`config.mk`:
```
export PLATFORM = sky130hd
export DESIGN_NAME = clk_period_meter
export DESIGN_NICKNAME = d
export VERILOG_FILES = /design/src/rtl/clk_period_meter_pkg.sv /design/src/rtl/clk_period_meter_sync_edge_det.sv /design/src/rtl/clk_period_meter.sv
export SDC_FILE = /design/constraint.sdc
export NUM_CORES = 1
export LEC_CHECK = 0
export CAP_MARGIN = 40
export CORE_MARGIN = 4
export CORE_UTILIZATION = 41
export CTS_CLUSTER_DIAMETER = 150
export DETAILED_ROUTE_END_ITERATION = 12
export PLACE_DENSITY = 0.63
export SKIP_LAST_GASP = 1
export SLEW_MARGIN = 0
export SYNTH_ARGS = -nofsm -noshare
export SYNTH_HDL_FRONTEND = slang
export SYNTH_SLANG_ARGS = --single-unit
export TNS_END_PERCENT = 30
```
`constraint.sdc`:
```
create_clock -name clk -period 3.5 [get_ports clk]
set_input_delay 0.7 -clock clk [delete_from_list [all_inputs] [get_ports clk]]
set_output_delay 0.7 -clock clk [all_outputs]
set_load 0.01 [all_outputs]
```
`src/rtl/clk_period_meter_pkg.sv`:
```
// Shared types and constants for the clock period meter: FSM states, match codes,
// nominal divider periods and the period classifier.
package clk_meter_pkg;

  typedef enum logic [1:0] {IDLE, ARM, MEASURE, DONE} state_t;

  localparam logic [2:0] MATCH_NONE   = 3'd0;
  localparam logic [2:0] MATCH_DIV10  = 3'd1;
  localparam logic [2:0] MATCH_DIV50  = 3'd2;
  localparam logic [2:0] MATCH_DIV100 = 3'd3;
  localparam logic [2:0] MATCH_DIV500 = 3'd4;

  // A divide-by-N output toggles every N cycles, so one full period is 2*N.
  localparam int unsigned NOM_DIV10  = 2 * 10;
  localparam int unsigned NOM_DIV50  = 2 * 50;
  localparam int unsigned NOM_DIV100 = 2 * 100;
  localparam int unsigned NOM_DIV500 = 2 * 500;

  // Written as p + tol >= nom so nothing underflows in unsigned arithmetic.
  function automatic logic near(input int unsigned p, input int unsigned nom,
                                input int unsigned tol);
    return (p + tol >= nom) && (p <= nom + tol);
  endfunction

  function automatic logic [2:0] classify(input int unsigned p, input int unsigned tol);
    if (near(p, NOM_DIV10, tol))       return MATCH_DIV10;
    else if (near(p, NOM_DIV50, tol))  return MATCH_DIV50;
    else if (near(p, NOM_DIV100, tol)) return MATCH_DIV100;
    else if (near(p, NOM_DIV500, tol)) return MATCH_DIV500;
    else                               return MATCH_NONE;
  endfunction

endpackage

```
`src/rtl/clk_period_meter_sync_edge_det.sv`:
```
// Two-flop synchronizer for an asynchronous input followed by a rising-edge pulse.
module sync_edge_det (
  input  logic clk,
  input  logic rst,
  input  logic d,
  output logic rise
);

  logic s1, s2, s3;

  always_ff @(posedge clk or posedge rst) begin
    if (rst) begin
      s1 <= 1'b0;
      s2 <= 1'b0;
      s3 <= 1'b0;
    end else begin
      // NOTE: non-blocking assignments make this a true shift chain; blocking ones
      // would collapse all three stages into a single flop.
      s1 <= d;
      s2 <= s1;
      s3 <= s2;
    end
  end

  assign rise = s2 & ~s3;

endmodule

```
`src/rtl/clk_period_meter.sv`:
```
// Measures the period of a slow asynchronous square wave in clk cycles and classifies it.
// Defining CLK_PERIOD_METER_AVG_EN averages four consecutive periods per measurement.
module clk_period_meter
  import clk_meter_pkg::*;
#(
  parameter int          CNT_W      = 16,
  parameter int unsigned MAX_PERIOD = 4096,
  parameter int unsigned TOL        = 2
) (
  input  logic             clk,
  input  logic             rst,
  input  logic             sig_in,
  input  logic             start,
  output logic             busy,
  output logic             valid,
  output logic [CNT_W-1:0] period_out,
  output logic             timeout,
  output logic [2:0]       match
);

  state_t           state, state_next;
  logic [CNT_W-1:0] cnt, cnt_next, cnt_inc, measured;
  logic             rise, at_limit, load, load_timeout;

`ifdef CLK_PERIOD_METER_AVG_EN
  logic [1:0]       per_cnt, per_cnt_next;
  logic [CNT_W+1:0] sum, sum_next, sum_total;

  assign sum_total = sum + {2'b00, cnt_inc};
  assign measured  = sum_total[CNT_W+1:2];
`else
  assign measured  = cnt_inc;
`endif

  sync_edge_det u_sync (
    .clk  (clk),
    .rst  (rst),
    .d    (sig_in),
    .rise (rise)
  );

  assign cnt_inc  = cnt + CNT_W'(1);
  assign at_limit = (cnt == CNT_W'(MAX_PERIOD - 1));
  assign busy     = (state != IDLE);
  assign valid    = (state == DONE);

  always_comb begin
    // NOTE: every signal gets a default before the case so no path leaves one
    // unassigned, which would otherwise infer a latch.
    state_next   = state;
    cnt_next     = cnt;
    load         = 1'b0;
    load_timeout = 1'b0;
`ifdef CLK_PERIOD_METER_AVG_EN
    sum_next     = sum;
    per_cnt_next = per_cnt;
`endif
    case (state)
      IDLE: begin
        cnt_next = '0;
`ifdef CLK_PERIOD_METER_AVG_EN
        sum_next     = '0;
        per_cnt_next = '0;
`endif
        if (start) state_next = ARM;
      end
      ARM: begin
        if (rise) begin
          state_next = MEASURE;
          cnt_next   = '0;
        end else if (at_limit) begin
          state_next   = DONE;
          load         = 1'b1;
          load_timeout = 1'b1;
        end else begin
          cnt_next = cnt_inc;
        end
      end
      MEASURE: begin
        // An edge coinciding with the limit still completes the period.
        if (rise) begin
`ifdef CLK_PERIOD_METER_AVG_EN
          cnt_next     = '0;
          sum_next     = sum_total;
          per_cnt_next = per_cnt + 2'd1;
          if (per_cnt == 2'd3) begin
            state_next = DONE;
            load       = 1'b1;
          end
`else
          state_next = DONE;
          load       = 1'b1;
`endif
        end else if (at_limit) begin
          state_next   = DONE;
          load         = 1'b1;
          load_timeout = 1'b1;
        end else begin
          cnt_next = cnt_inc;
        end
      end
      DONE:    state_next = IDLE;
      default: state_next = IDLE;
    endcase
  end

  always_ff @(posedge clk or posedge rst) begin
    if (rst) begin
      state <= IDLE;
      cnt   <= '0;
`ifdef CLK_PERIOD_METER_AVG_EN
      sum     <= '0;
      per_cnt <= '0;
`endif
    end else begin
      state <= state_next;
      cnt   <= cnt_next;
`ifdef CLK_PERIOD_METER_AVG_EN
      sum     <= sum_next;
      per_cnt <= per_cnt_next;
`endif
    end
  end

  // Results are captured on entry to DONE so they appear together with valid.
  always_ff @(posedge clk or posedge rst) begin
    if (rst) begin
      period_out <= '0;
      timeout    <= 1'b0;
      match      <= MATCH_NONE;
    end else if (load) begin
      period_out <= load_timeout ? '0 : measured;
      timeout    <= load_timeout;
      match      <= load_timeout ? MATCH_NONE : classify(32'(measured), TOL);
    end
  end

endmodule

```
Word-level counts from Yosys, hierarchy flattened
Index checks and enable logic that the tools add are counted.

storage, ports and cells
  input bits = 4
  output and inout bits = 22
  flip-flop bits (word level) = 41
  logic and storage cells = 55

cells by class
  multiplexer cells = 20
  magnitude comparators = 8
  reduce and logical (&&, ||, !) cells = 9
  bitwise operators = 2
  $add $sub $neg = 2
  eq/ne operators = 6

operator list
  kind                                                               count
  two-way mux 16 bit                                                 4
  case mux 16 bit (3 select lines)                                   1
  >= comparator 32 x 5 -> 1 bit (second input constant)              1
  >= comparator 32 x 7 -> 1 bit (second input constant)              1
  >= comparator 32 x 8 -> 1 bit (second input constant)              1
  adder 16 x 2 -> 17 bit (second input constant)                     1
  >= comparator 17 x 10 -> 1 bit (second input constant)             1
  adder 16 x 1 -> 16 bit (second input constant)                     1
  == test 16 x 12 -> 1 bit (second input constant)                   1
  less-or-equal comparator 16 x 10 -> 1 bit (second input constant)  1
  less-or-equal comparator 16 x 5 -> 1 bit (second input constant)   1
  less-or-equal comparator 16 x 7 -> 1 bit (second input constant)   1
  less-or-equal comparator 16 x 8 -> 1 bit (second input constant)   1
  two-way mux 3 bit                                                  5
  two-way mux 2 bit                                                  4
  case mux 2 bit (4 select lines)                                    1
  == test 2 bit (second input constant)                              2
  logical AND 1 bit                                                  4
  two-way mux 1 bit                                                  4
  != test 2 bit (second input constant)                              2
  nonzero test 3 bit                                                 1
  == test 2 x 1 -> 1 bit (second input constant)                     1
  logical NOT 2 bit                                                  1
  case mux 1 bit (2 select lines)                                    1
  other kinds (5)                                                    5

Longest topological paths before layout
Gate-level depths: netlist (run 1).

  word-level depth = 9
  gate-level depth with buffers = 14
  mapped depth without buffers = 12

Hierarchy
A second synthesis (run 1) with hierarchy kept.

second synthesis, totals
  cell total of the unflattened synthesis = 349
  area total of the unflattened synthesis = 2891.5 um^2

modules (own cells, without submodules)
  module            cells an instance  area each (um^2)  times used  seq. area each (um^2)
  clk_period_meter  344                2798.9            1           950.9
  sync_edge_det     5                  92.6              1           75.1

Least setup slack after synthesis (run 1)
Ideal clock, no wire load.

  kind = reg2reg
  from = register cnt[1]
  to = register match[1]
  arrival time = 2.713 ns
  period minus slack after synthesis = 2.853 ns
  library setup time = 0.140 ns
  setup slack = 0.647 ns
  data required time = 3.360 ns
  stages on the path, launching flop included = 14
  path buffers = 2
  cell sequence = dfrtp_1 > ha_1 > buf_2 > xnor2_2 > inv_1 > ha_1 > clkbuf_1 > o21ai_0 > o41ai_1 > o41ai_2 > nand4b_1 > o221a_1 > a41oi_1 > o32ai_2

on the way
  longest elaborated chain between the ends = 8
  elaborated cells between the ends (all ways) = 21
  classes of those cells = add/sub: 2; order compare: 6; eq/ne: 1; mux: 9; reduce/logical: 3

RTL lines
  what                           RTL line                    text
  start, declared                clk_period_meter.sv:22      logic [CNT_W-1:0] cnt, cnt_next, cnt_inc, measured;
  start signal, assigned         clk_period_meter.sv:117     cnt <= cnt_next;
  adder 16 x 1 -> 16 bit         clk_period_meter.sv:42      assign cnt_inc = cnt + CNT_W'(1);
  adder 16 x 2 -> 17 bit         clk_period_meter_pkg.sv:22  return (p + tol >= nom) && (p <= nom + tol);
  >= comparator 32 x 8 -> 1 bit  clk_period_meter_pkg.sv:22
  logical AND 1 bit              clk_period_meter_pkg.sv:22
  two-way mux 3 bit              clk_period_meter_pkg.sv:28  else if (near(p, NOM_DIV100, tol)) return MATCH_DIV100;
  two-way mux 3 bit              clk_period_meter_pkg.sv:27  else if (near(p, NOM_DIV50, tol)) return MATCH_DIV50;
  two-way mux 3 bit              clk_period_meter_pkg.sv:26  if (near(p, NOM_DIV10, tol)) return MATCH_DIV10;
  two-way mux 3 bit              clk_period_meter.sv:134     match <= load_timeout ? MATCH_NONE : classify(32'(measured), TOL);
  end signal, assigned           clk_period_meter.sv:134
  end, declared                  clk_period_meter.sv:18      output logic [2:0] match

Parallel ways exist; a longest one is shown, timed or not.
A chain may end at the register's enable or synchronous reset.

Worst setup path in the final report (run 1)
  from = register cnt[0]
  to = register match[1]

Same word-level chain as after synthesis.

==> results of run 1 <==
flip-flops by register name (all words and copies together), names as in the netlist:
register / flops
timeout: 1
period_out: 16
state: 2
match: 3
u_sync.s2: 1
u_sync.s1: 1
cnt: 16
u_sync.s3: 1
cells by family (layout without fill, tap and decap cells):
kind of cell / Yosys count / count (layout)
AO/OA/AOI/OAI: 89 / 89
XOR/XNOR: 23 / 23
adder cells (fa/ha/maj): 10 / 10
buffers and inverters: 34 / 54
flip-flops: 41 / 41
multiplexers: 4 / 4
AND/OR/NAND/NOR: 131 / 131
report_power, final:
group	switching [mW]	internal (mW)
combinational	0.281	0.173
clock	0.181	0.214
sequential	0.0447	0.511
layout make-up:
class | instances | share of cell area (%)
timing repair buffer | 33 | 9.33
tap | 96 | 3.61
clock inverter | 3 | 1.39
sequential | 41 | 30.9
multi-input combinational | 257 | 51.3
clock buffer | 5 | 2.07
inverter | 13 | 1.47
critical path, cell delays in order (launching register included):
cell	delay, ps
dfrtp_1	520
ha_1	320
nand4_2	220
nor3b_2	340
o221ai_2	180
or2_4	290
o41ai_2	400
nand4b_1	190
o221a_1	320
a41oi_1	210
o32ai_2	100
stage by stage:
step / area (um2) / power, mW
global placement: 3200 / 1.01
global route: 3330 / 1.50
CTS: 3330 / 1.42
detailed placement: 3210 / 1.02
floorplan: 2880 / 0.865
finish: 3330 / 1.40
final timing paths:
kind	slack (ps)	cells past startpoint	end	startpoint
max	280	10	match[1]	cnt[0]
min	350	0	u_sync.s2	u_sync.s1
max reg2reg	280	10	match[1]	cnt[0]
min reg2reg	350	0	u_sync.s2	u_sync.s1
max in group asynchronous	2320	3	cnt[2]	rst
min in group asynchronous	810	3	period_out[12]	rst
layer usage:
layer	vias up	track usage [%]
li1	1248	-
met1	1164	23.0
met2	51	23.3
met3	6	3.69
met4	0	4.70
met5	-	0
synth_stat cells, drive strengths merged, types with 2 or more instances:
master / instances
or2: 3
a21o: 3
a211oi: 6
mux2: 2
a31oi: 4
dfrtp: 41
ha: 10
nand3: 13
nand2: 44
nand2b: 5
o31ai: 3
clkbuf: 14
nor4b: 2
nor3: 9
inv: 13
or3: 5
nor4: 9
o21ai: 23
a21oi: 13
buf: 7
nand4: 7
mux2i: 2
o41ai: 2
xor2: 7
xnor2: 16
o21a: 3
and3b: 2
nor2: 18
nand3b: 2
o22ai: 18
and3: 4
o311ai: 2
nor2b: 4
==> results.md, run 1 <==
* CP startpoint kind: flop
* Syn nets at 346
* GRT overflow at 0
* Post-CTS Setup Bufs at 0
* Worst-path clk slew at 90 ps
* Routed Wire Length at 6400 um
* Post-Synth Simple-Gate Area at 24.8%
* Gate Count Post-Synth at 332
* Fin. Hold Viols at 0
* Commonest cells after routing, fill and taps aside: nand2_1, dfrtp_1, clkdlybuf4s50_1
* Final Max Tran Viols at 0
* Metal2 WL at 2870 um
* # placed instances at 440
* CTS tree: done
* Synthesized area per cell at 8.66 um2
* Antenna violations before repair at 0
* Gpl congestion at 0.858
* 1st-pass router iterations at 4
* Total CTS buffers at 5
* Vias in the first global route at 2189
* Setup violations, final at 0
* Multi-input logic area at 1710 um2
* Max Cap Violations at 0
* Post-synthesis sequential area ratio at 35.7%
* Post-DP HPWL at 4760 um
* Crit end category: flop
* Max Root-Sink Buffers at 2
* H-tree lvl count at 2
* Fillcell total at 660
* Total Neg Setup Slack at 0 ps
* Layout Cells excl Fill at 448
* #FFs+latches synth at 41
* Die span in y at 91.7 um
* Critical path fanouts, max at 9
* Worst-skew pair later-pin latency at 300 ps
* Worst-Margin Slew at 793 ps
* All-Layer GR Usage at 15.8%
* Tcrit/Tclk final at 92.1%
* Power per cell area at 422 nW/um2
* Hold_ws at 355 ps
* Uppermost layer routed: met4
* Wire per inst at 14.3 um
* Req. time, crit path at 3660 ps
* IR drop worst, VDD at 0.201 mV
* # clock sinks at 41
* Iteration-0 DRC Markers at 95
* Routed Antenna Nets at 0
* Critical Setup Path Class: reg2reg
* Vias per inst at 5.51
* Core Util, Final at 49.0%
* Largest cells by area after synthesis: dfrtp_1, nand2_1, ha_1, xnor2_1, o22ai_1
* Core area at 6790 um2
* Largest family of logic cells by synthesized area: simple AND/OR/NAND/NOR gates
* Initial core utilization at 42.3%
* Data arrival time of the critical path at 3390 ps
* Multiplexer area fraction after synthesis at 1.48%
* Pin count of the biggest net entering global routing at 42
* Post-synth ARST share at 100%
* Cts repair resizes at 0
* DR DRC count at 0
* Synthesized cell area at 2880 um2
* Yosys top cell area share at 35.7%
* Met1 wire length at 3230 um
* Metal3 WL at 232 um
* Post-place setup slack at 287 ps
* Nets at 365
* Leading cell type in the layout, fill and taps excluded: nand2_1
* Fin worst setup slack at 277 ps
* Via Count at 2469
* Post-synthesis compound-gate area fraction at 20.8%
* Dominant cell type by area after synthesis: dfrtp_1
* N_diodes at 0
* Number of synthesized flops with an enable pin at 0
* Area Overhead vs Synth at 15.7%
* Sequential cell area at 1030 um2
* Num ports at 26
* Die Area at 8420 um2
* Synth warn at 0
* Die width at 91.7 um
* First-pass GRT wire length at 10900 um
* Synthesized-area fraction occupied by xor and xnor cells at 7.92%
* Max Fclk at 310 MHz
* Cts hold-fix bufs at 0
* RSZ-0062 raised after global routing: no
* Leading register cell type out of synthesis: dfrtp_1
* Post-Synth Adder-Cell Area at 4.35%
* Leak pwr at 1.30 nW
* Status: finished, final reports clean
* Crit path time final at 3220 ps
* Setup Skew at 8.13 ps
* I/O Buffers at 25
* CTS root buf: clkbuf_8
* Unique masters post-synth at 64
* Max-slew headroom at 46.9%
* Type of the tightest min-delay check: reg2reg
* Num rows at 30
* Share of cells above drive strength 1 at 9.38%
Note: power is estimated with default switching activity, not from simulation.
==> run 2: changes to the inputs <==
--- a/config.mk
+++ b/config.mk
@@ -6,6 +6,7 @@
 export NUM_CORES = 1
 export LEC_CHECK = 0
 export CAP_MARGIN = 40
+export CORE_ASPECT_RATIO = 0.5
 export CORE_MARGIN = 4
 export CORE_UTILIZATION = 41
 export CTS_CLUSTER_DIAMETER = 150
==> run 2 against run 1 <==
Cell count shrank 1.1%. Cell area grew 0.83%. Combinational power grew 3%.
==> results.md, run 2 (synthesis results as in run 1) <==
* # clock sinks at 41 (unchanged)
* Cts repair resizes at 0 (unchanged)
* Antenna violations before repair at 0 (unchanged)
* First-pass GRT wire length at 11700 um (+6.6%)
* HP Start: u_sync.s1
* Fin. Hold Viols at 0 (unchanged)
* Post-DP HPWL at 5010 um (+5.2%)
* Core area at 6750 um2 (-0.61%)
* Data arrival time of the critical path at 3330 ps (-60 ps)
* Worst-path clk slew at 60 ps (-30 ps)
* Die Area at 8500 um2 (+0.97%)
* Top Registers: cnt: 16 flops, period_out: 16 flops, match: 3 flops
* Req. time, crit path at 3660 ps (about the same)
* Die width at 126 um (+38%)
* CP startpoint: cnt[1]
* Die span in y at 67.2 um (-27%)
* I/O Buffers at 25 (unchanged)
* Via Count at 2539 (+2.8%)
* Hold_ws at 350 ps (-4.67 ps)
* Setup Skew at 6.37 ps (-1.76 ps)
* IR drop worst, VDD at 0.174 mV (-13%)
* GRT overflow at 0 (unchanged)
* Leak pwr at 1.31 nW (+0.60%)
* Area post-placement at 3200 um2 (-0.39%)
* Critical path's slowest cell: dfrtp_1
* Reg2Reg Setup Slack at 330 ps (+60 ps)
* All-Layer GR Usage at 16.9% (+1.1 points)
* Max Cap Violations at 0 (unchanged)
* Core Util, Final at 49.7% (+0.71 points)
* Fin area at 3350 um2 (+0.83%)
* H-tree lvl count at 2 (unchanged)
* Max Fclk at 316 MHz (+1.8%)
* Num ports at 26 (unchanged)
* Power per cell area at 440 nW/um2 (+4.2%)
* CTS tree: done
* Wire per inst at 15.2 um (+6.5%)
* Area Overhead vs Synth at 16.6%
* Critical path fanouts, max at 11 (+2)
* Worst-skew pair later-pin latency at 290 ps (about the same)
* RSZ-0062 raised after global routing: no
* # placed instances at 435 (-1.1%)
* Critical Setup Path Class: reg2reg
* Routed Wire Length at 6740 um (+5.3%)
* Max-slew headroom at 44.9% (-2.0 points)
* CP cell instances: ha_4, nand4_2, nor3b_2, o221ai_2, or2_4, o41ai_2, nand4b_1, o221a_1, a41oi_1, o32ai_2
* Post-CTS Setup Bufs at 0 (unchanged)
* Gpl congestion at 0.911 (+6.2%)
* CP startpoint kind: flop
* Critical path buffer and inverter count at 0 (unchanged)
* N_diodes at 0 (unchanged)
* Final Max Tran Viols at 0 (unchanged)
* Setup violations, final at 0 (unchanged)
* Vias per inst at 5.73 (+4.0%)
* Top Family by Delay on Critical Path: compound AO/OA/AOI/OAI gates
* Total CTS buffers at 5 (unchanged)
* Crit end category: flop
* Initial core utilization at 42.6% (+0.26 points)
* Iteration-0 DRC Markers at 174 (+83%)
* Commonest cells after routing, fill and taps aside: nand2_1, dfrtp_1, clkdlybuf4s50_1
* Worst-Margin Slew at 821 ps (+27.9 ps)
* Critical Path Max Stage Delay at 520 ps (about the same)
* FF-to-FF Start: cnt[1]
* 1st-pass router iterations at 5 (+1)
* Tcrit/Tclk final at 90.5% (-1.6 points)
* Max Root-Sink Buffers at 2 (unchanged)
* Vias in the first global route at 2382 (+8.8%)
* Leading cell type in the layout, fill and taps excluded: nand2_1
* DR DRC count at 0 (unchanged)
* Pin count of the biggest net entering global routing at 29 (-31%)
* Type of the tightest min-delay check: reg2reg
* Cts hold-fix bufs at 0 (unchanged)
* Crit path time final at 3170 ps (-55.7 ps)
* Nets at 364 (-0.27%)
* Total Neg Setup Slack at 0 ps (unchanged)
* Layout Cells excl Fill at 443 (-1.1%)
* Routed Antenna Nets at 0 (unchanged)
* Status: finished, final reports clean
* CTS root buf: clkbuf_16
* Share of cells above drive strength 1 at 9.40% (+0.027 points)
* Num rows at 21 (-30%)
[run 2: metal layers]
layer / vias up / track usage [%] / share of wire (%)
li1: 1249 / - / -
met1: 1222 / 23.2 / 50
met2: 57 / 27.6 / 45
met3: 11 / 2.92 / 3.5
met4: 0 / 5.48 / 1.4
met5: - / 0 / 0
[run 2: final timing paths]
path	endpoint	cells past startpoint
setup / recovery	match[1]	10
min in group asynchronous	period_out[14]	2
hold reg to reg	u_sync.s2	0
hold / removal	u_sync.s2	0
max in group asynchronous	cnt[5]	3
setup reg to reg	match[1]	10
[run 2: cell type report]
class                      instances  area (um2)
clock buffer                       5         125
clock inverter                     3        17.5
fill                             625        3400
inverter                          13        48.8
multi-input combinational        257        1720
sequential                        41        1030
tap                               92         115
timing repair buffer              32         303
[run 2: per-stage QoR]
stage | worst slack (ps) | power [mW]
2_1_floorplan | 647 | 0.865
3_3_place_gp | 361 | 1.00
3_5_place_dp | 163 | 1.02
4_1_cts | 133 | 1.48
5_1_grt | 93.4 | 1.57
6_report | 332 | 1.47
[run 2: where the power goes]
part,internal (mW),total [mW],switching [mW]
Clock,0.261,0.452,0.191
Sequential,0.512,0.554,0.0415
Combinational,0.173,0.468,0.295
==> run 3: changes to the inputs <==
--- a/config.mk
+++ b/config.mk
@@ -13,7 +13,7 @@
 export DETAILED_ROUTE_END_ITERATION = 12
 export PLACE_DENSITY = 0.63
 export SKIP_LAST_GASP = 1
-export SLEW_MARGIN = 0
+export SLEW_MARGIN = 20
 export SYNTH_ARGS = -nofsm -noshare
 export SYNTH_HDL_FRONTEND = slang
 export SYNTH_SLANG_ARGS = --single-unit
==> run 3 against run 2 <==
Clock power about the same. Via count grew 0.16%. Combinational power rose by 4.5%. Clock skew is 3.1 ps lower. Count of clock-buffer cells in the layout stayed put. Non-clock buffer count increased by 1. Largest cell class unchanged.
==> results.md, run 3 (synthesis results as in run 1) <==
* Status: finished, final reports clean
* Fin. Hold Viols at 0 (unchanged)
* Reg2Reg Setup Slack at 340 ps (about the same)
* Iteration-0 DRC Markers at 189 (+8.6%)
* Core area at 6750 um2 (unchanged)
* Pin count of the biggest net entering global routing at 29 (unchanged)
* Gpl congestion at 0.911 (unchanged)
* Vias per inst at 5.73 (about the same)
* GRT overflow at 0 (unchanged)
* CTS tree: done
* All-Layer GR Usage at 16.9% (unchanged)
* Power per cell area at 446 nW/um2 (+1.4%)
* Leak pwr at 1.32 nW (+0.34%)
* Sequential cell area at 1030 um2 (unchanged)
* Worst-Margin Slew at 793 ps (-28.2 ps)
* I/O Buffers at 25 (unchanged)
* Post-CTS Setup Bufs at 0 (unchanged)
* Leading cell type in the layout, fill and taps excluded: nand2_1
* Die Area at 8500 um2 (unchanged)
* Setup violations, final at 0 (unchanged)
* Final Max Tran Viols at 0 (unchanged)
* Crit path time final at 3160 ps (-7.84 ps)
* Critical Path Max Stage Delay at 520 ps (about the same)
* Area Overhead vs Synth at 16.9%
* Antenna violations before repair at 0 (unchanged)
* CP cell instances: ha_4, nand4_2, nor3b_2, o221ai_2, or2_4, o41ai_2, nand4b_1, o221a_1, a41oi_1, o32ai_2
* Tcrit/Tclk final at 90.3% (-0.22 points)
* Max Fclk at 316 MHz (+0.25%)
* Data arrival time of the critical path at 3320 ps (about the same)
* Post-DP HPWL at 5010 um (unchanged)
* CTS root buf: clkbuf_16
* Total Neg Setup Slack at 0 ps (unchanged)
* Commonest cells after routing, fill and taps aside: nand2_1, dfrtp_1, clkdlybuf4s50_1
* Total CTS buffers at 5 (unchanged)
* Cts hold-fix bufs at 0 (unchanged)
* 1st-pass router iterations at 6 (+1)
* Max Cap Violations at 0 (unchanged)
* DR DRC count at 0 (unchanged)
* Max-slew headroom at 46.8% (+1.9 points)
* H-tree lvl count at 2 (unchanged)
* Power, Total at 1.50 mW (+1.6%)
* Crit end category: flop
* Share of cells above drive strength 1 at 9.66% (+0.26 points)
* Worst-path clk slew at 60 ps (about the same)
* Cts repair resizes at 0 (unchanged)
* Multi-input logic area at 1720 um2 (unchanged)
* Num ports at 26 (unchanged)
* Via Count at 2543 (+0.16%)
* Die span in y at 67.2 um (unchanged)
* Fillcell total at 623 (-0.32%)
* RSZ-0062 raised after global routing: no
* Num rows at 21 (unchanged)
* N_diodes at 0 (unchanged)
* Core Util, Final at 49.8% (+0.11 points)
* Wire per inst at 15.2 um (about the same)
* CP startpoint kind: flop
* Critical Setup Path Class: reg2reg
* IR drop worst, VDD at 0.174 mV (about the same)
* Initial core utilization at 42.6% (unchanged)
* Req. time, crit path at 3660 ps (about the same)
* # clock sinks at 41 (unchanged)
* Hold_ws at 350 ps (+0.484 ps)
* Routed Antenna Nets at 0 (unchanged)
* Setup Skew at 3.30 ps (-3.07 ps)
* Critical path's slowest cell: dfrtp_1
* Die width at 126 um (unchanged)
* Nets at 365 (+0.27%)
* Critical path fanouts, max at 11 (unchanged)
* Vias in the first global route at 2382 (unchanged)
* Type of the tightest min-delay check: reg2reg
* Worst-skew pair later-pin latency at 290 ps (about the same)
* Routed Wire Length at 6760 um (+0.28%)
* Max Root-Sink Buffers at 2 (unchanged)
* Top Registers: cnt: 16 flops, period_out: 16 flops, match: 3 flops
* First-pass GRT wire length at 11700 um (unchanged)
-- run 3: cell types whose count changed in the layout (fill, tap and decap cells not counted) --
| cell | change |
|---|---|
| buf_4 | +1 |
-- run 3: critical path, delay by kind of cell (launching register included) --
| kind | cells | cell delay (ps) |
|---|---|---|
| AOI/OAI and AO/OA | 5 | 1180 |
| and+or+nand+nor | 4 | 1060 |
| DFF | 1 | 520 |
| adders and majority gates | 1 | 270 |
-- run 3: layout make-up --
type / instances / share of cell area (%)
Multi-Input combinational cell: 257 / 51.1
Sequential cell: 41 / 30.5
Timing Repair Buffer: 33 / 9.23
Clock buffer: 5 / 3.72
Tap cell: 92 / 3.43
Inverter: 13 / 1.45
Clock inverter: 3 / 0.521
-- run 3: stage by stage --
stage / setup slack (ps) / area, um2 / cells
finish: 340 / 3360 / 444
floorplan: 647 / 2880 / 332
CTS: 133 / 3340 / 443
detailed placement: 163 / 3200 / 435
global placement: 361 / 3200 / 435
global route: 93.4 / 3360 / 444
-- run 3: power by group --
group / internal (mW) / switching, mW / leakage (nW) / total, mW
Combinational: 0.186 / 0.303 / 0.687 / 0.489
Sequential: 0.512 / 0.0414 / 0.559 / 0.554
Clock: 0.262 / 0.193 / 0.0696 / 0.455
-- run 3: layer usage --
metal | vias up | track usage [%] | wire length, um
met5 | - | 0 | 0
met4 | 0 | 5.48 | 87
met3 | 9 | 2.92 | 270
met2 | 54 | 27.6 | 3100
met1 | 1234 | 23.2 | 3300
li1 | 1246 | - | -
-- run 3: final timing paths --
kind | from | end | depth (start not counted)
max reg2reg | cnt[1] | match[1] | 10
max | cnt[1] | match[1] | 10
min reg2reg | u_sync.s1 | u_sync.s2 | 0
min | u_sync.s1 | u_sync.s2 | 0
max in group asynchronous | rst | cnt[5] | 3
min in group asynchronous | rst | period_out[14] | 2
==> variant 1 (config.mk and constraints of run 3) <==
The 4 states of `state_t` get a Gray code encoding in 2 bits.
--- a/src/rtl/clk_period_meter_pkg.sv
+++ b/src/rtl/clk_period_meter_pkg.sv
@@ -4,3 +4,3 @@
 
-  typedef enum logic [1:0] {IDLE, ARM, MEASURE, DONE} state_t;
+  typedef enum logic [1:0] {IDLE = 2'b00, ARM = 2'b01, MEASURE = 2'b11, DONE = 2'b10} state_t;
 
Check against the original RTL: no difference found for any inputs over 10 cycles, from zero or initial values and one cycle with rst high; not proved beyond that.
==> variant 1 against run 3 <==
Wire length rose by 11%. Total power rose by 9.8%. Combinational power rose by 20%. Worst setup slack got worse by 0.085 ns. Area after synthesis fell by 4.2%. Sequential cell count did not move. Via count rose by 1.0%. Cell area fell by 2.0%. Count of clock-buffer cells in the layout did not move. Critical path type unchanged. Critical endpoint is now match[2]$_DFFE_PP0P_. Largest power group unchanged.
==> variant 1: results (changes against run 3) <==
** Status
- Outcome :: finished, final reports clean

** Power
- Maximum ir drop on the vdd rail :: 0.244 mV (+40%)
- The static leakage was 0.00133 uW (+0.96%).

** Clock tree
- The clock network latency to the later pin of the worst-skew pair was 0.29 ns (about the same).
- Clock tree synthesis selected as its root buffer the cell clkbuf_16.
- The post-CTS resize count came to 0 (unchanged).

** Routing
- The length of routed wiring on met1 came to 3.64 mm (+10%).
- Routed via count :: 2569 (+1.0%)
- The wire length on met2 came to 3.18 mm (+2.5%).
- Routed signal wires occupy layers up through met4.
- Met3 WL :: 591 um (+120%)
- First DRT Iteration DRCs :: 188 (-0.53%)
- The number of search-and-repair iterations in the first detailed-routing pass was 4 (-2).
- Routed Wire Length :: 7.50 mm (+11%)

** Finish
- The proportion of layout cells with a drive suffix above 1 was 10.5% (+0.82 points).
- The number of diodes came to 0 (unchanged).
- Final-stage net count :: 360 (-1.4%)
- In the final layout, the registers with the most flip-flops are cnt x16, period_out x16, match x3.

** Synthesis
- By count the netlist is led by 41 x dfrtp_1, 41 x o21ai_0, 39 x nand2_1.
- Mapped Nets :: 334 (-3.5%)
- Proportion of register bits with asynchronous set or reset after synthesis :: 100% (unchanged)
- The share of synthesized area occupied by flip-flops and latches was 37.3% (+1.6 points).
- In the synthesized netlist the dominant register cell turns out to be dfrtp_1.
- Ranking of synthesized cells by area :: dfrtp_1 37%, o21ai_0 7.5%, nand2_1 5.3%

** Critical path
- The maximum net fanout on the critical path was 12 (+1).
- The slowest stage of the critical path is the o31ai_1 cell.
- Largest stage delay on the critical path :: 0.59 ns (+0.07 ns)
- Arrival time of the worst setup path :: 3.44 ns (+0.12 ns)

** GRT
- The maximum number of pins on one net before global-route repair was 42 (+45%).
- The global-route total usage across every layer was 19.6% (+2.8 points).
- Number of antenna violations at the first check in global routing :: 0 (unchanged)
- The number of global-route vias before repair came to 2416 (+1.4%).
- The global-route wire length before repair was 12.4 mm (+6.2%).

** Timing
- Worst Clk Skew :: 0.00623 ns (+0.00292 ns)
- The relative slew slack was 51.7% (+4.9 points).

** Place
- Post-DP Area :: 3130 um2 (-2.2%)
- Minimum setup slack after placement :: 0.0747 ns (-0.0882 ns)
- Post-DP HPWL :: 5.65 mm (+13%)
- Final GP Congestion :: 0.906 (-0.55%)
variant 1: critical path: cells and delay by family, from the launching register on:
kind                       cells  cell delay (ns)
DFF                            1             0.51
adders and majority gates      1             0.25
AOI/OAI and AO/OA              7             1.95
buffers and inverters          1             0.18
and+or+nand+nor                2             0.26
variant 1: final timing paths:
path,start,endpoint,slack (ns),cells after the start
setup / recovery,cnt[1]$_DFFE_PP0P_,match[2]$_DFFE_PP0P_,0.25,11
setup reg to reg,cnt[1]$_DFFE_PP0P_,match[2]$_DFFE_PP0P_,0.25,11
min in group asynchronous,rst,match[2]$_DFFE_PP0P_,0.85,3
hold reg to reg,u_sync.s1$_DFF_PP0_,u_sync.s2$_DFF_PP0_,0.36,0
max in group asynchronous,rst,cnt[1]$_DFFE_PP0P_,2.26,3
hold / removal,u_sync.s1$_DFF_PP0_,u_sync.s2$_DFF_PP0_,0.36,0
variant 1: kinds of logic (layout without fill, tap and decap cells):
kind of cell	Yosys count	count (layout)	synth area share, %
buf+inv	30	57	4.73
simple gates	127	127	24.0
mux	2	2	0.727
compound gates	100	100	24.4
xor+xnor	22	22	7.00
fa+ha+maj	4	4	1.82
flops	41	41	37.3
variant 1: final cells by class:
type,instances,area (um2)
multi-input cells,255,1620
fillers,610,2990
well taps,88,110
inverters,10,37.5
clock buffers,5,125
clock inverters,3,22.5
repair buffers,39,355
flip-flops and latches,41,1030
variant 1: layer usage:
| metal | GRT usage, % | up-vias |
|---|---|---|
| li1 | - | 1242 |
| met1 | 27.7 | 1244 |
| met2 | 29.0 | 71 |
| met3 | 6.75 | 12 |
| met4 | 4.37 | 0 |
| met5 | 0 | - |
variant 1: report_power, final:
group	leakage [uW]	switching [uW]	internal [uW]
clock network	0.0000738	198	265
registers	0.000556	74.5	522
logic	0.000698	356	229
variant 1: through the flow:
stage	util, %	TNS, ns	hold slack [ns]	cells
6_report	52.4	0	0.357	441
5_1_grt	52.4	-0.0527	0.367	441
4_1_cts	52.1	0	0.359	441
3_5_place_dp	49.8	0	0.345	433
3_3_place_gp	49.8	0	0.336	433
2_1_floorplan	-	0	0.331	326
==> variant 2 (config.mk and constraints of run 3) <==
Without the edit above. Build with the macro `CLK_PERIOD_METER_AVG_EN` defined.
--- a/src/rtl/clk_period_meter.sv
+++ b/src/rtl/clk_period_meter.sv
@@ -2,2 +2,4 @@
 // Defining CLK_PERIOD_METER_AVG_EN averages four consecutive periods per measurement.
+`define CLK_PERIOD_METER_AVG_EN
+
 module clk_period_meter
Behaviour: not the same (Yosys sat finds a counterexample within 10 cycles, from zero or initial values and one cycle with rst high).
==> variant 2 against run 3 <==
The flow now finishes with violations (setup timing). Synthesized cell count up 47%. Clock power up 77%. Worst setup slack worse by 0.63 ns. Cell area up 100%. Die area up 49%. Wire length up 110%. Area after synthesis up 55%. Sequential cell count up 20. Critical path depth up 6. Total power up 39%. Count of clock-buffer cells in the layout up 6. Non-clock buffer count up 134. Critical endpoint is now match[2]$_DFFE_PP0P_. Largest cell class unchanged.
==> variant 2: results (changes against run 3) <==
** Synthesis
- The net count of the mapped netlist came to 519 (+50%).
- Sequential area share after synthesis :: 34.4% (-1.3 points)
- Ranking of synthesized cells by area :: dfrtp_1 34%, ha_1 7.3%, a22o_1 5.7%
- Unique cell type count in the Yosys netlist :: 80 (+25%)
- By count the netlist is led by 61 x dfrtp_1, 54 x nand2_1, 39 x o21ai_0.

** Place
- The detailed-placement wirelength estimate was 10.0 mm (+100%).
- The minimum setup slack after placement came to -0.456 ns (-0.619 ns).

** Routing
- The routed via count divided by cell count came to 5.69 (-0.65%).
- The final routed wire length divided by cell count was 18.2 um (+19%).
- Wire length on met2 :: 6.20 mm (+100%)
- The count of routing violations after the opening detailed-route iteration came to 241 (+28%).
- The count of vias placed by the detailed router is 4461 (+75%).

** Clock tree
- The number of buffers inserted by post-CTS setup repair was 13 (+13).
- The number of clock buffers inserted by TritonCTS came to 9 (+4).
- Total of cells resized after clock tree synthesis :: 52 (+52)
- Maximum level of the CTS H-tree :: 3 (+1)

** GRT
- Fraction of met3 tracks used by global routing :: 4.37% (+1.4 points)
- The number of global-route vias before repair was 4444 (+87%).
- Met2 layer usage reported by global route :: 34.8% (+7.2 points)
- Wire length of the first global-routing pass :: 23.2 mm (+99%)
- Met1 usage in global routing :: 34.4% (+11 points)
- Maximum number of pins on one net before global-route repair :: 34 (+17%)

** Timing
- Min setup slack post-route :: -0.287 ns (-0.627 ns)
- The relative slew slack is 62.6% (+16 points).
- Setup violation total in the final timing report :: 3 (+3)

** Power
- The worst-case vdd ir drop was 0.219 mV (+26%).
- The static leakage is 0.00307 uW (+130%).
- The internal power summed over all cells was 1410 uW (+46%).

** Critical path
- Largest fanout on the critical path :: 5 (-6)
- Arrival time of the worst setup path :: 4.02 ns (+0.70 ns)

** Status
- Outcome :: complete, but fails checks
- Violated checks :: setup timing

** Finish
- Fill cell count :: 831 (+33%)
- Final-stage net count :: 670 (+84%)
- Layout cells sized above 1 :: 39.1% (+29 points)
- The multi-input combinational cell area is 3370 um2 (+96%).
[variant 2: changes by cell type after synthesis, sizes merged, moves of 8 or more]
cell    change
a22o       +29
o21ai      +21
dfrtp      +20
o22ai      -17
ha         +16
o211ai     +12
nand2      +11
a21oi       +9
and3        +8
[variant 2: cells by family (layout without fill, tap and decap cells)]
logic type / count (synthesis) / after routing / share of synthesized area [%]
AOI/OAI and AO/OA: 169 / 169 / 28.1
and+or+nand+nor: 165 / 165 / 20.5
DFF: 61 / 61 / 34.4
buffers and inverters: 39 / 195 / 3.52
adders and majority gates: 27 / 27 / 7.77
xor gates and xnor gates: 25 / 25 / 5.27
muxes: 2 / 2 / 0.451
[variant 2: cell type report]
class	count	area share, %
clock inverter	5	0.407
clock buffer	11	3.45
tap	140	2.59
inverter	12	0.667
timing repair buffer	167	20.3
multi-input combinational	388	49.9
sequential	61	22.6
[variant 2: path summary, 6_finish.rpt]
kind | startpoint | to | slack [ns]
hold reg to reg | u_sync.s1$_DFF_PP0_ | u_sync.s2$_DFF_PP0_ | 0.35
setup / recovery | cnt[5]$_DFFE_PP0P_ | match[2]$_DFFE_PP0P_ | -0.29
hold / removal | u_sync.s1$_DFF_PP0_ | u_sync.s2$_DFF_PP0_ | 0.35
setup reg to reg | cnt[5]$_DFFE_PP0P_ | match[2]$_DFFE_PP0P_ | -0.29
max in group asynchronous | rst | period_out[10]$_DFFE_PP0P_ | 2.31
min in group asynchronous | rst | u_sync.s3$_DFF_PP0_ | 0.57
[variant 2: power by group through the flow]
stage | Clock [uW] | Combinational (uW) | Sequential [uW]
3_3_place_gp | 0 | 452 | 772
4_1_cts | 820 | 479 | 763
5_1_grt | 844 | 556 | 768
2_1_floorplan | 0 | 293 | 772
6_report | 806 | 506 | 765
3_5_place_dp | 0 | 461 | 773
